File: config.mk
export PLATFORM = sky130hd
export DESIGN_NAME = trisc_mem_arbiter
export DESIGN_NICKNAME = d
export VERILOG_FILES = /design/src/rtl/trisc_pkg.sv /design/src/rtl/trisc_starve_counter.sv /design/src/rtl/trisc_mem_arbiter.sv
export SDC_FILE = /design/constraint.sdc
export NUM_CORES = 1
export LEC_CHECK = 0
export CAP_MARGIN = 20
export CORE_MARGIN = 8
export CORE_UTILIZATION = 24
export CTS_BUF_LIST = sky130_fd_sc_hd__clkbuf_2 sky130_fd_sc_hd__clkbuf_4 sky130_fd_sc_hd__clkbuf_8
export CTS_CLUSTER_DIAMETER = 50
export DETAILED_ROUTE_END_ITERATION = 6
export PLACE_DENSITY = 0.78
export SETUP_SLACK_MARGIN = 0.2
export SYNTH_ARGS = -nofsm -noshare
export SYNTH_HDL_FRONTEND = slang
export SYNTH_SLANG_ARGS = --single-unit
File: constraint.sdc
create_clock -name SysClock -period 1.5 [get_ports SysClock]
set_input_delay 0.3 -clock SysClock [delete_from_list [all_inputs] [get_ports SysClock]]
set_output_delay 0.3 -clock SysClock [all_outputs]
set_load 0.02 [all_outputs]
File: src/rtl/trisc_pkg.sv
// trisc_pkg: shared widths, memory depth and arbiter mode encoding for the TRISC memory arbiter.
package trisc_pkg;
  localparam int TRISC_AW = 4;
  localparam int TRISC_DW = 8;
  localparam int TRISC_DEPTH = 1 << TRISC_AW;
  localparam int WAIT_W = 4;
  typedef enum logic {
    MODE_CPU_PRI = 1'b0,
    MODE_PNL_PRI = 1'b1
  } mode_t;
endpackage

File: src/rtl/trisc_starve_counter.sv
// trisc_starve_counter: counts panel cycles lost to the CPU and forces a panel grant at MAX_WAIT.
module trisc_starve_counter
  import trisc_pkg::*;
#(
  parameter int MAX_WAIT = 4
) (
  input  logic              clk,
  input  logic              rst_n,
  input  logic              cpu_pri,
  input  logic              halted,
  input  logic              pnl_req,
  input  logic              pnl_gnt,
  output logic [WAIT_W-1:0] cnt,
  output logic              force_pnl
);
  localparam logic [WAIT_W-1:0] MAX = WAIT_W'(MAX_WAIT);
  assign force_pnl = cpu_pri && cnt == MAX;
  // halted in CPU_PRI means the mode flips next cycle, so the count is dropped on entry
  always_ff @(posedge clk)
    if (!rst_n || !cpu_pri || halted || !pnl_req || pnl_gnt) cnt <= '0;
    else if (cnt != MAX) cnt <= cnt + 1'b1;
endmodule

File: src/rtl/trisc_mem_arbiter.sv
// trisc_mem_arbiter: shares the single-port TRISC RAM between the CPU datapath and the front panel.
module trisc_mem_arbiter
  import trisc_pkg::*;
#(
  parameter int AW = TRISC_AW,
  parameter int DW = TRISC_DW,
  parameter int MAX_WAIT = 4
) (
  input  logic          SysClock,
  input  logic          ResetN,
  input  logic          Halted,
  input  logic          CpuReq,
  input  logic          CpuWe,
  input  logic [AW-1:0] CpuAddr,
  input  logic [DW-1:0] CpuWData,
  output logic          CpuGnt,
  output logic          CpuRValid,
  output logic [DW-1:0] CpuRData,
  input  logic          PnlReq,
  input  logic          PnlWe,
  input  logic [AW-1:0] PnlAddr,
  input  logic [DW-1:0] PnlWData,
  output logic          PnlGnt,
  output logic          PnlRValid,
  output logic [DW-1:0] PnlRData,
  output logic          MemEn,
  output logic          MemWe,
  output logic [AW-1:0] MemAddr,
  output logic [DW-1:0] MemWData,
  input  logic [DW-1:0] MemRData
);
  mode_t mode, mode_next;
  logic [WAIT_W-1:0] wait_cnt;
  logic force_pnl, cpu_win, pnl_win, cpu_rv_q, pnl_rv_q;
  trisc_starve_counter #(.MAX_WAIT(MAX_WAIT)) u_starve (
    .clk(SysClock),
    .rst_n(ResetN),
    .cpu_pri(mode == MODE_CPU_PRI),
    .halted(Halted),
    .pnl_req(PnlReq),
    .pnl_gnt(PnlGnt),
    .cnt(wait_cnt),
    .force_pnl(force_pnl)
  );
  always_ff @(posedge SysClock)
    if (!ResetN) mode <= MODE_CPU_PRI;
    else mode <= mode_next;
  always_comb begin
    mode_next = Halted ? MODE_PNL_PRI : MODE_CPU_PRI;
    pnl_win = ResetN && PnlReq && (mode == MODE_PNL_PRI || force_pnl || !CpuReq);
    cpu_win = ResetN && CpuReq && !pnl_win;
  end
  assign CpuGnt = cpu_win;
  assign PnlGnt = pnl_win;
  assign MemEn = cpu_win || pnl_win;
  assign MemWe = pnl_win ? PnlWe : cpu_win && CpuWe;
  assign MemAddr = pnl_win ? PnlAddr : cpu_win ? CpuAddr : '0;
  assign MemWData = pnl_win ? PnlWData : cpu_win ? CpuWData : '0;
  always_ff @(posedge SysClock) begin
    cpu_rv_q <= ResetN && cpu_win && !CpuWe;
    pnl_rv_q <= ResetN && pnl_win && !PnlWe;
  end
  // gating with ResetN keeps a read issued just before reset from surfacing during it
  assign CpuRValid = cpu_rv_q && ResetN;
  assign PnlRValid = pnl_rv_q && ResetN;
  assign CpuRData = CpuRValid ? MemRData : '0;
  assign PnlRData = PnlRValid ? MemRData : '0;
endmodule

==> reports/qor.txt <==
Status - complete, but fails checks
Violated checks - negative setup slack
Syn Inst Count - 66
Synthesis-to-layout area growth - 189%
Vias per cell - 5.06
CP Buf/Inv Count - 4
Hold path cells - 3
DP HPWL - 2630 um
Kind of critical path - reg -> out
Final number of max-transition violations - 0
Worst Max-Slew Pin Slew - 0.219 ns
Drc violations - 0
Total power - 777 uW
Clock buffer depth - 2
Average size of a mapped cell - 8.93 um2
Total number of vias - 947
Unrepaired setup endpoints after global routing - true
Seq/Total Area, Yosys - 23.8%
IO buf count - 72
HP Class - in -> reg
Placer congestion estimate - 0.894
Max Fclk - 497 MHz
Global route overflow - 0
DRT iter0 DRCs - 35
R2r worst-path depth - 6
Initial Util - 24.5%
Slew margin rel. - 85.2%
Fraction of layout cells with a size suffix above 1 - 56.7%
Crit path arrival time - 1.71 ns
Startpoint types - flip-flop
Slowest stage cell, crit path - dfxtp_2
Critical-path cell list - inv_2 > ha_4 > and4b_4 > a211oi_4 > buf_6 > buf_12 > a22o_1 > buf_6
Initial antenna violation count - 0
Largest delay share family, worst path - buffers and inverters
Routed Antenna Nets - 0
Placed cell count - 177
Reg-to-reg startpoint - u_starve.cnt[1]
Final Skew - 0.000806 ns
Max Cap Viol - 0
CTS Buf Count - 3
Worst Path Max Fanout - 7
Mapped cell area - 589 um2
Clock transition at path regs - 0.05 ns
Worst hold start - ResetN
Final WL - 3440 um
Die H - 65.6 um
Max incr delay on CP - 0.34 ns
Final Net Count - 199
# diodes - 0
Row cnt - 18
Clock sinks - 7
Final period utilization - 134%
Die width - 65.6 um
Pwr per Cell Area - 457 nW/um2
Hold Path Sink - mode
Setup-failing EPs final - 15
CP Capture Type - primary output
Post-DR wirelength/cell - 18.4 um
Router iterations before antenna repair - 4
Ys Warns - 0
Post-route insts no fill - 187
CTS tree - yes
Leak - 0.000816 uW
Worst vdd ir - 0.000453 V
Largest net degree at the start of global routing - 17
Min Tclk post-route - 2.01 ns
Critical R2R Capture - pnl_rv_q
H-Tree Level Count - 1
GR Util All Layers - 15.2%
Worst Path Required - 1.20 ns
Setup TNS - -6.93 ns
Flop2flop setup slack - 0.22 ns
Vias in the first global route - 1062
First-pass GRT wire length - 4950 um
# fillers - 176
Number of synthesized register bits - 7
Total core area - 2410 um2
# IOs - 73
Post-synth net total - 107
Clock Root Buffer - clkbuf_4
PnR worst setup slack - -0.510 ns
Skew-Pair Late Insertion Delay - 0.26 ns
Count of different cell masters after synthesis - 22
Die ar. - 4300 um2
Hold WS - 0.483 ns
Cell mode on critical path - buf_6
Fin. Hold Viols - 0
## power breakdown
group          internal, uW  switching, uW
Combinational           231            155
Clock                   120           77.9
Sequential              188           5.23
## through the flow
stage | utilization, % | setup slack [ns] | cell area, um2
floorplan | - | -0.102 | 687
global placement | 63.7 | -0.896 | 1530
detailed placement | 63.7 | -0.982 | 1530
CTS | 67.5 | -0.546 | 1630
global route | 70.6 | -0.557 | 1700
finish | 70.6 | -0.510 | 1700
## cells in the final DEF, fill, tap and decap left out, types with 2 or more instances in the layout
cell type         n
clkbuf_4          4
inv_2             2
and3_4            7
a22o_4            9
dfxtp_4           2
dlygate4sd2_1     9
clkdlybuf4s50_1  27
buf_2             7
and2_4            2
a22o_1            4
buf_8             2
dfxtp_1           3
dfxtp_2           2
buf_4            12
buf_6            30
nor4_1            2
and3_1            9
buf_12            2
## registers in the layout, indices dropped and copies added (netlist names)
| signal | flops |
|---|---|
| cpu_rv_q | 1 |
| mode | 1 |
| pnl_rv_q | 1 |
| u_starve.cnt | 4 |
## per-layer routing
metal  vias to the layer above  GRT usage (%)  share of wire [%]
met5                         -              0                  0
met4                         0           9.81                1.8
met3                         6           8.33                 13
met2                        64           27.7                 51
met1                       435           12.3                 34
li1                        442              -                  -
## worst max path at each step
stage,end,from,depth (start not counted),slack (ns)
5_1_grt,MemWData[7],u_starve.cnt[1],8,-0.56
3_5_place_dp,MemWData[7],ResetN,6,-0.98
6_report,MemWData[7],u_starve.cnt[1],8,-0.51
2_1_floorplan,MemAddr[1],u_starve.cnt[0],6,-0.10
4_1_cts,MemWData[7],u_starve.cnt[1],8,-0.55
3_3_place_gp,MemWData[7],ResetN,6,-0.90
## kinds of logic after synthesis
group	after synthesis	synth area share, %
and+or+nand+nor	32	34.2
muxes	1	1.70
xor gates and xnor gates	1	1.49
DFF	7	23.8
AOI/OAI and AO/OA	16	27.6
buffers and inverters	7	7.01
adders and majority gates	2	4.25
## worst reg2reg max path, stage by stage, from the launching register on
cell,delay (ns)
dfxtp_2,0.33
inv_2,0.07
ha_4,0.14
nand3b_1,0.14
a31oi_4,0.22
buf_12,0.18
and2b_1,0.14
## synth_stat cells, drive strengths merged
cell    count  area (um2)
a211oi      1        20.0
a22o       13         114
a31oi       1        21.3
and2        3        18.8
and2b       1        7.51
and3       16         100
and4b       1        13.8
buf         2        22.5
clkbuf      2        7.51
dfxtp       7         140
ha          2        25.0
inv         3        11.3
mux2i       1        10.0
nand2       2        7.51
nand3       2        10.0
nand3b      1        7.51
nor2        1        3.75
nor3        1        5.00
nor4        3        18.8
nor4b       1        8.76
o21a        1        7.51
xnor2       1        8.76
## timing repair
action | 4_1_cts | 5_1_grt
buffers inserted | 1 | 3
gates resized for setup | 217 | 19
endpoints found under the hold margin | 0 | 0
hold buffers | 0 | 0
cloned | 2 | 0
pin swaps | 10 | 7
setup endpoints to repair | 34 | 22
## layout make-up
cell class / instances / area [um2] / share of cell area (%)
Timing Repair Buffer: 91 / 920 / 54.0
Multi-Input combinational cell: 52 / 553 / 32.5
Sequential cell: 7 / 150 / 8.82
Tap cell: 30 / 37.5 / 2.21
Clock buffer: 4 / 30.0 / 1.76
Inverter: 3 / 11.3 / 0.662
No activity file was read; power rests on OpenSTA's default activity.
